==> src/rtl/latch_write_scheduler_pkg.sv <==
// Shared definitions for the latch write scheduler and related controllers.
package latch_sched_pkg;

  typedef enum logic [1:0] {
    IDLE   = 2'd0,
    SETUP  = 2'd1,
    STROBE = 2'd2,
    HOLD   = 2'd3
  } state_t;

  // Width of the strobe-length counter; covers STROBE_CYC up to 15.
  localparam int STROBE_W = 4;

endpackage

==> src/rtl/latch_write_scheduler_if.sv <==
// Requester and latch-bank signals of the latch write scheduler.
interface latch_write_scheduler_if #(
  parameter int NUM_REQ = 4,
  parameter int DW      = 8,
  parameter int AW      = 2
);
  logic [NUM_REQ-1:0]    req;
  logic [NUM_REQ*AW-1:0] wr_addr;
  logic [NUM_REQ*DW-1:0] wr_data;
  logic [NUM_REQ-1:0]    gnt;
  logic [NUM_REQ-1:0]    ack;
  logic                  le;
  logic [AW-1:0]         le_addr;
  logic [DW-1:0]         le_data;
  logic                  busy;

  // Requester/bank side.
  modport master (
    output req, wr_addr, wr_data,
    input  gnt, ack, le, le_addr, le_data, busy
  );

  // Scheduler side.
  modport slave (
    input  req, wr_addr, wr_data,
    output gnt, ack, le, le_addr, le_data, busy
  );
endinterface

==> src/rtl/latch_write_scheduler_rr_picker.sv <==
// Rotating-priority selector: first set request at or above rr_ptr, wrapping.
module rr_picker #(
  parameter int N  = 4,
  parameter int PW = 2
) (
  input  logic [N-1:0]  req,
  input  logic [PW-1:0] rr_ptr,
  output logic [N-1:0]  onehot,
  output logic [PW-1:0] idx,
  output logic          any_req
);

  int   j;
  logic found;

  // Scan from the pointer upward modulo N and take the first requester.
  always_comb begin
    onehot  = '0;
    idx     = '0;
    found   = 1'b0;
    j       = 0;
    any_req = |req;
    for (int k = 0; k < N; k++) begin
      j = (int'(rr_ptr) + k) % N;
      if (!found && req[j[PW-1:0]]) begin
        found              = 1'b1;
        onehot[j[PW-1:0]]  = 1'b1;
        idx                = j[PW-1:0];
      end
    end
  end

endmodule

==> src/rtl/latch_write_scheduler.sv <==
// Round-robin writer arbitration for a shared latch bank with a
// SETUP -> STROBE -> HOLD latch-enable sequence; all outputs registered.
module latch_write_scheduler
  import latch_sched_pkg::*;
#(
  parameter int NUM_REQ    = 4,
  parameter int DW         = 8,
  parameter int AW         = 2,
  parameter int STROBE_CYC = 2
) (
  input logic                     clk,
  input logic                     rst,
  latch_write_scheduler_if.slave  bus
);

  localparam int PW = (NUM_REQ > 1) ? $clog2(NUM_REQ) : 1;

  state_t               state, state_n;
  logic [NUM_REQ-1:0]   gnt_q, gnt_n;
  logic [NUM_REQ-1:0]   ack_q, ack_n;
  logic                 le_q, le_n;
  logic                 busy_q, busy_n;
  logic [AW-1:0]        addr_q, addr_n;
  logic [DW-1:0]        data_q, data_n;
  logic [STROBE_W-1:0]  cnt_q, cnt_n;
  logic [PW-1:0]        rr_q, rr_n;
  logic [PW-1:0]        win_q, win_n;

  logic [NUM_REQ-1:0]   pick_oh;
  logic [PW-1:0]        pick_idx;
  logic                 any_req;

  rr_picker #(
    .N  (NUM_REQ),
    .PW (PW)
  ) u_pick (
    .req     (bus.req),
    .rr_ptr  (rr_q),
    .onehot  (pick_oh),
    .idx     (pick_idx),
    .any_req (any_req)
  );

  // Next-state and next-output logic; every output is the registered copy.
  always_comb begin
    state_n = state;
    gnt_n   = gnt_q;
    ack_n   = '0;
    le_n    = 1'b0;
    addr_n  = addr_q;
    data_n  = data_q;
    cnt_n   = cnt_q;
    rr_n    = rr_q;
    win_n   = win_q;
    case (state)
      IDLE: begin
        if (any_req) begin
          state_n = SETUP;
          gnt_n   = pick_oh;
          win_n   = pick_idx;
          addr_n  = bus.wr_addr[int'(pick_idx)*AW +: AW];
          data_n  = bus.wr_data[int'(pick_idx)*DW +: DW];
        end
      end
      SETUP: begin
        state_n = STROBE;
        le_n    = 1'b1;
        cnt_n   = STROBE_W'(STROBE_CYC - 1);
      end
      STROBE: begin
        if (cnt_q == '0) begin
          state_n = HOLD;
          ack_n   = gnt_q;
        end else begin
          le_n  = 1'b1;
          cnt_n = cnt_q - STROBE_W'(1);
        end
      end
      HOLD: begin
        state_n = IDLE;
        gnt_n   = '0;
        rr_n    = (win_q == PW'(NUM_REQ - 1)) ? '0 : win_q + PW'(1);
      end
      default: state_n = IDLE;
    endcase
    busy_n = (state_n != IDLE);
  end

  // State and output registers; reset aborts any write in flight.
  always_ff @(posedge clk) begin
    if (rst) begin
      state  <= IDLE;
      gnt_q  <= '0;
      ack_q  <= '0;
      le_q   <= 1'b0;
      busy_q <= 1'b0;
      addr_q <= '0;
      data_q <= '0;
      cnt_q  <= '0;
      rr_q   <= '0;
      win_q  <= '0;
    end else begin
      state  <= state_n;
      gnt_q  <= gnt_n;
      ack_q  <= ack_n;
      le_q   <= le_n;
      busy_q <= busy_n;
      addr_q <= addr_n;
      data_q <= data_n;
      cnt_q  <= cnt_n;
      rr_q   <= rr_n;
      win_q  <= win_n;
    end
  end

  assign bus.gnt     = gnt_q;
  assign bus.ack     = ack_q;
  assign bus.le      = le_q;
  assign bus.busy    = busy_q;
  assign bus.le_addr = addr_q;
  assign bus.le_data = data_q;

endmodule

==> src/flat_wrapper.sv <==
// flat-port wrapper written by rule: the top's interface ports become plain ports
module latch_write_scheduler_flat import latch_sched_pkg::*;
#(
  parameter int NUM_REQ    = 4,
  parameter int DW         = 8,
  parameter int AW         = 2,
  parameter int STROBE_CYC = 2
)
  (clk, rst, bus_req, bus_wr_addr, bus_wr_data, bus_gnt, bus_ack, bus_le, bus_le_addr, bus_le_data, bus_busy);
  latch_write_scheduler_if #(.NUM_REQ(NUM_REQ), .DW(DW), .AW(AW)) bus_i ();
  input logic clk;
  input logic rst;
  input wire logic [$bits(bus_i.req)-1:0] bus_req;
  input wire logic [$bits(bus_i.wr_addr)-1:0] bus_wr_addr;
  input wire logic [$bits(bus_i.wr_data)-1:0] bus_wr_data;
  output wire logic [$bits(bus_i.gnt)-1:0] bus_gnt;
  output wire logic [$bits(bus_i.ack)-1:0] bus_ack;
  output wire logic [$bits(bus_i.le)-1:0] bus_le;
  output wire logic [$bits(bus_i.le_addr)-1:0] bus_le_addr;
  output wire logic [$bits(bus_i.le_data)-1:0] bus_le_data;
  output wire logic [$bits(bus_i.busy)-1:0] bus_busy;
  assign bus_i.req = bus_req;
  assign bus_i.wr_addr = bus_wr_addr;
  assign bus_i.wr_data = bus_wr_data;
  assign bus_gnt = bus_i.gnt;
  assign bus_ack = bus_i.ack;
  assign bus_le = bus_i.le;
  assign bus_le_addr = bus_i.le_addr;
  assign bus_le_data = bus_i.le_data;
  assign bus_busy = bus_i.busy;
  latch_write_scheduler #(.NUM_REQ(NUM_REQ), .DW(DW), .AW(AW), .STROBE_CYC(STROBE_CYC)) u_core (.clk(clk), .rst(rst), .bus(bus_i));
endmodule
==> config.mk <==
export PLATFORM = sky130hd
export DESIGN_NAME = latch_write_scheduler_flat
export DESIGN_NICKNAME = d
export VERILOG_FILES = /design/src/rtl/latch_write_scheduler_pkg.sv /design/src/rtl/latch_write_scheduler_if.sv /design/src/rtl/latch_write_scheduler_rr_picker.sv /design/src/rtl/latch_write_scheduler.sv /design/src/flat_wrapper.sv
export SDC_FILE = /design/constraint.sdc
export NUM_CORES = 1
export LEC_CHECK = 0
export ABC_CLOCK_PERIOD_IN_PS = 4200
export CAP_MARGIN = 20
export CELL_PAD_IN_SITES_DETAIL_PLACEMENT = 1
export CELL_PAD_IN_SITES_GLOBAL_PLACEMENT = 1
export CORE_ASPECT_RATIO = 1.1
export CORE_MARGIN = 1.5
export CORE_UTILIZATION = 36
export CTS_CLUSTER_SIZE = 16
export DETAILED_ROUTE_END_ITERATION = 10
export MAX_ROUTING_LAYER = met4
export PLACE_DENSITY_LB_ADDON = 0.05
export SKIP_CTS_REPAIR_TIMING = 1
export SLEW_MARGIN = 10
export SYNTH_ARGS = -nofsm -noshare
export SYNTH_HDL_FRONTEND = slang
export SYNTH_SLANG_ARGS = --single-unit
==> constraint.sdc <==
create_clock -name clk -period 4.2 [get_ports clk]
set_clock_uncertainty 0.1 [all_clocks]
set_input_delay 0.42 -clock clk [delete_from_list [all_inputs] [get_ports clk]]
set_output_delay 0.42 -clock clk [all_outputs]
set_load 0.02 [all_outputs]
# Word level (Yosys, flattened, before mapping)

Index checks and enable logic that the tools add are counted.

Register bits: 30
Input bits: 46
Output and inout bits: 20
Word-level logic and storage cells: 93

Add/subtract/negate cells: 5
$lt $le $gt $ge: 8
Equal/unequal tests: 6
Shifts and indexed selects: 2
Mux-type cells: 37
Bitwise gates (word level): 5
Reductions and logical operators: 20

Operators by type and width:

| cell                                                              | number |
|---|---|
| indexed part select 32 x 6 -> 8 bit                               | 1 |
| two-way mux 4 bit                                                 | 6 |
| case mux 4 bit (2 select lines)                                   | 2 |
| two-way mux 2 bit                                                 | 7 |
| < comparator 2 x 3 -> 1 bit, second input constant                | 4 |
| two-way mux 1 bit                                                 | 12 |
| OR 4 bit                                                          | 3 |
| binary-select mux 1 bit (select 2 bit)                            | 4 |
| demux 1 bit (select 2 bit)                                        | 4 |
| greater-or-equal comparator 2 x 1 -> 1 bit, second input constant | 4 |
| case mux 2 bit (4 select lines)                                   | 1 |
| indexed part select 8 x 4 -> 2 bit                                | 1 |
| logical AND 1 bit                                                 | 7 |
| equality test 2 bit, second input constant                        | 3 |
| AND reduction 2 bit                                               | 3 |
| nonzero test 2 bit                                                | 3 |
| adder 2 x 1 -> 2 bit, second input constant                       | 2 |
| adder 2 bit, second input constant                                | 2 |
| zero test 4 bit                                                   | 1 |
| OR reduction 4 bit                                                | 1 |
| subtractor 4 x 1 -> 4 bit, second input constant                  | 1 |
| zero test 1 bit                                                   | 3 |
| OR reduction 3 bit                                                | 1 |
| equality test 2 x 1 -> 1 bit, second input constant               | 1 |
| other kinds (5)                                                   | 6 |

# Depth between registers and ports, before layout

Depth after elaboration: 14
Depth in mapped cells: 12
Gate-level depth less buffers: 8

# Hierarchy

From an unflattened synthesis, not the netlist that was laid out.

Cell total of the unflattened synthesis: 200
Area total of the unflattened synthesis: 1926.8 µm²

By module, submodules not included:

| module                | times used | cells each | area an instance (µm²) | sequential area each (µm²) |
|---|---|---|---|---|
| latch_write_scheduler | 1          | 149        | 1480.2                 | 600.6 |
| rr_picker             | 1          | 51         | 446.7                  | 0.0 |

# Worst setup path before layout

OpenSTA, ideal clock, no wires.

Path type: register to register
From: register u_core.rr_q[0]
To: register u_core.addr_q[0], in the netlist u_core.bus.le_addr[0]
Library setup time: 0.069 ns
Arrival: 2.828 ns
Data required time: 4.031 ns
Path slack: 1.203 ns
Stages on the path, launching flop included: 12
Path buffers: 3
Clock period less this slack: 2.997 ns
Cells stage by stage: dfxtp_1 buf_6 inv_1 clkbuf_1 ha_1 clkbuf_1 mux2_2 o22ai_1 nor4_1 nor4_1 a32oi_1 o21ai_1

Longest elaborated chain between the ends: 13
Elaborated cells between the ends (all ways): 25
Classes of those cells: 3 x add/sub; 1 x shift; 15 x mux; 6 x reduce/logical

RTL lines:

| element                                                                       | line                                  | text |
|---|---|---|
| start: declaration                                                            | latch_write_scheduler.sv:26           | `logic [PW-1:0] rr_q, rr_n;` |
| start signal: assignment                                                      | latch_write_scheduler.sv:111          | `rr_q <= rr_n;` |
| parallel branches: the longest is 11 deep, another holds adder 2 x 1 -> 2 bit | n/a                                   |  |
| two-way mux 2 bit (*)                                                         | latch_write_scheduler_rr_picker.sv:25 | `if (!found && req[j[PW-1:0]]) begin` |
| indexed part select 8 x 4 -> 2 bit (*)                                        | latch_write_scheduler.sv:61           | `addr_n = bus.wr_addr[int'(pick_idx)*AW +: AW];` |
| end signal: assignment                                                        | latch_write_scheduler.sv:108          | `addr_q <= addr_n;` |
| end: declaration                                                              | latch_write_scheduler.sv:23           | `logic [AW-1:0] addr_q, addr_n;` |

Every way passes the cells marked *. The select of a mux whose other input is x is not followed.
A chain may end at the register's enable or synchronous reset.

# Worst setup path in the final report

From: register u_core.rr_q[0]
To: register u_core.data_q[2], in the netlist u_core.bus.le_data[2]

Longest elaborated chain between the ends: 13
Elaborated cells between the ends (all ways): 25
Classes of those cells: 3 x add/sub; 1 x shift; 15 x mux; 6 x reduce/logical

RTL lines:

| element                                                                       | line                                  | text |
|---|---|---|
| parallel branches: the longest is 11 deep, another holds adder 2 x 1 -> 2 bit | n/a                                   |  |
| two-way mux 2 bit (*)                                                         | latch_write_scheduler_rr_picker.sv:25 |  |
| indexed part select 32 x 6 -> 8 bit (*)                                       | latch_write_scheduler.sv:62           | `data_n = bus.wr_data[int'(pick_idx)*DW +: DW];` |
| end signal: assignment                                                        | latch_write_scheduler.sv:109          | `data_q <= data_n;` |
| end: declaration                                                              | latch_write_scheduler.sv:24           | `logic [DW-1:0] data_q, data_n;` |

Marks and branches as above.

==> key figures <==
Timing
  – Final critical-path required period: 3.09 ns
  – Finish-stage setup viols: 0
  – Max-slew headroom: 53.8%
  – Final Max Slew Viols: 0
  – Maximum clock frequency: 323 MHz
  – Sum Neg Setup Slack: 0 ns
  – Unrepaired setup endpoints after global routing: no
  – Final worst path period share: 73.6%
  – Hold Vio Cnt, Final: 0
  – Worst slew pin tran: 0.693 ns

Cells and area
  – Design Area, Final: 3180 um^2
  – Final antenna diode count: 0
  – Layout cells sized above 1: 8.26%
  – Final core occ: 48.6%
  – Number of filler instances in the final layout: 785
  – Net count, final: 401
  – Post-synthesis to final-layout area growth: 30.9%

Clock network
  – CTS tree: done
  – CTS Root Cell: clkbuf_8
  – Insertion delay to the later sink of the worst-skew pair: 0.28 ns
  – Clock-pin slew of the registers on the worst-case setup and hold paths: 0.06 ns
  – Maximum root-to-sink buffer count: 2
  – TritonCTS sink count: 30
  – CTS H-Tree Depth: 2
  – Clock buffer count from CTS: 5

Detailed routing
  – DRC: 0
  – Router iterations before antenna repair: 4
  – Total number of vias: 2,385
  – WL/cell: 17.7 um
  – Vias per Instance: 5.67
  – Number of DRC violations after detailed-routing iteration 0: 97
  – Wire length after detailed routing: 7460 um
  – Detail Route Antenna Nets: 0

Synth
  – Avg Inst Size Synth: 8.50 um^2
  – Predominant post-synthesis flop cell: dfxtp_1
  – Cell count after synthesis: 286
  – Portion of the post-synthesis area used by sequential elements: 24.7%
  – Synth warn: 0
  – Number of flops mapped to enable cells by yosys: 0
  – FF+latch count, synth: 30
  – Synthesized cell area: 2430 um^2
  – Number of distinct library cell variants in the gate-level netlist after synthesis: 50
  – Synth Net Count: 347
  – Share of flip-flops with an asynchronous set or reset after synthesis: 0%

Die
  – Die Height: 89.2 um
  – Site Rows: 31
  – Chip Width: 81.4 um
  – Core area: 6560 um^2
  – I/O pin count: 66
  – Effective utilization at floorplan: 37.1%
  – Die Footprint: 7260 um^2

Setup path
  – Worst endpoint required time: 4.26 ns
  – CP startpoint: u_core.rr_q[0]
  – Master of the slowest instance on the critical path: ha_1
  – Crit-path most repeated cell: buf_4
  – Capture point of the worst reg-to-reg path: u_core.bus.le_data[2]
  – Setup crit start kind: flip-flop
  – Largest incremental delay on the critical path: 0.58 ns
  – CP cell instances: inv_1 > buf_4 > ha_1 > mux4_2 > nor2b_2 > buf_4 > nor3b_1 > nor4_1 > a32oi_1 > o21ai_1
  – Crit. End Element: flip-flop
  – Crit path arrival time: 3.15 ns
  – FF-to-FF setup slack: 1.11 ns
  – Beginning of the worst register-to-register path: u_core.rr_q[0]
  – Start-to-end type of the worst setup path: reg2reg
  – Worst-path fanout max: 27
  – Number of cells traversed by the worst register-to-register path: 10

Place
  – Post-Place Cell Area: 3100 um^2
  – Port Buf Inserts: 65
  – Weighted congestion at the end of routability-driven global placement: 0.835
  – Final HPWL from detailed placement: 5400 um

Run status
  – Result of the run: finished, final reports clean

Power
  – Leakage component of the power: 1.13 nW
  – Share of power burned in registers: 28.1%
  – Clock share of power: 15.1%
  – Gate power share: 56.7%
  – Pwr per Cell Area: 473 nW/um^2
  – Maximum resistive drop on vdd: 0.297 mV
  – Power Internal: 877 uW
  – Net Switching: 631 uW
  – Switching Fraction: 41.8%

Global route
  – Global-route wire length before repair: 11,900 um
  – Overall track demand over capacity in global routing: 22.3%
  – Antenna violations before repair: 0
  – Total global routing overflow: 0
  – Pin count of the biggest net entering global routing: 47
  – Number of global-route vias before repair: 2,341

Min path
  – End of the worst hold path: u_core.bus.le_data[6]
  – Hold path startpoint: u_core.bus.le_data[6]
  – Hold WC Path Type: reg2reg
  – Hold Path Cell Cnt: 2

Job
  – Max Cap Violations: 0
[critical path, delay by kind of cell, from the launching register on]
kind            cells  cell delay (ns)
mux                 1             0.47
buf+inv             3             0.54
compound gates      2             0.27
simple gates        3             0.69
flops               1             0.32
fa+ha+maj           1             0.58
[per-stage QoR]
stage	hold slack (ns)	total power [mW]	cells	setup slack (ns)
6_report	0.375	1.51	421	1.11
3_3_place_gp	0.356	1.27	415	1.01
2_1_floorplan	0.368	0.976	286	1.20
4_1_cts	0.380	1.52	421	1.11
3_5_place_dp	0.365	1.28	415	0.901
5_1_grt	0.418	1.62	421	0.813
[cells in the mapped netlist, drive strengths merged (3+ instances only)]
cell	n	area (um^2)
nor2	18	67.6
o21ai	22	110
a22oi	10	75.1
mux2	4	45.0
nor3b	11	82.6
mux2i	24	240
nor4	26	163
inv	11	41.3
mux4	3	67.6
and2	5	31.3
nor3	12	60.1
nor2b	7	46.3
a221oi	3	32.5
a22o	5	43.8
a21oi	6	30.0
a32oi	8	70.1
dfxtp	30	601
ha	15	188
clkbuf	7	26.3
nand2	14	52.6
buf	18	111
[flip-flops by register name, indices dropped and copies added (netlist names)]
signal / flops
u_core.bus.le_data: 8
u_core.bus.gnt: 4
u_core.win_q: 2
u_core.bus.ack: 4
u_core.cnt_q: 4
u_core.rr_q: 2
u_core.bus.le_addr: 2
u_core.bus.le: 1
u_core.bus.busy: 1
u_core.state: 2
[power groups by stage]
| stage | clock (mW) | sequential (mW) | combinational (mW) |
|---|---|---|---|
| floorplan | 0 | 0.492 | 0.484 |
| global placement | 0 | 0.427 | 0.844 |
| detailed placement | 0 | 0.428 | 0.856 |
| CTS | 0.237 | 0.424 | 0.860 |
| global route | 0.252 | 0.434 | 0.934 |
| finish | 0.228 | 0.424 | 0.855 |
[worst max-delay path by stage]
| stage | end | slack, ns |
|---|---|---|
| 3_3_place_gp | u_core.bus.le_data[2] | 1.01 |
| 3_5_place_dp | u_core.bus.le_data[2] | 0.90 |
| 6_report | u_core.bus.le_data[2] | 1.11 |
| 4_1_cts | u_core.bus.le_data[2] | 1.11 |
| 2_1_floorplan | u_core.bus.le_addr[0] | 1.20 |
| 5_1_grt | u_core.bus.le_data[2] | 0.81 |
[layout make-up]
cell class	instances	area [um^2]	area share, %
Inverter	11	41.3	1.30
Tap cell	82	103	3.22
Clock buffer	6	82.6	2.59
Multi-Input combinational cell	220	1650	51.9
Sequential cell	30	602	18.9
Timing Repair Buffer	72	703	22.1
[layer usage]
layer	track usage, %	wire length, um	up-vias	share of wire (%)
met4	5.49	71	0	0.95
li1	-	-	1190	-
met3	2.45	201	6	2.7
met5	-	0	-	0
met1	31.3	3750	1148	50
met2	34.1	3440	41	46
[logic make-up (layout without fill, tap and decap cells)]
family	Yosys count	in the layout	synth area share [%]
fa+ha+maj	15	15	7.72
buf+inv	36	89	7.36
flops	30	30	24.7
simple gates	103	103	23.5
mux	31	31	14.5
compound gates	71	71	22.3
[cells in the final DEF (no fill, tap or decap), types with 8 or more instances in the layout]
master / count
ha_1: 15
inv_1: 10
nor2_1: 18
o21ai_1: 10
nand2_1: 14
a32oi_1: 8
nor4_1: 26
dfxtp_1: 29
a22oi_1: 10
nor3_1: 12
nor3b_1: 11
clkdlybuf4s50_1: 65
o21ai_0: 12
mux2i_1: 24
Power figures use the tool's default switching activity.
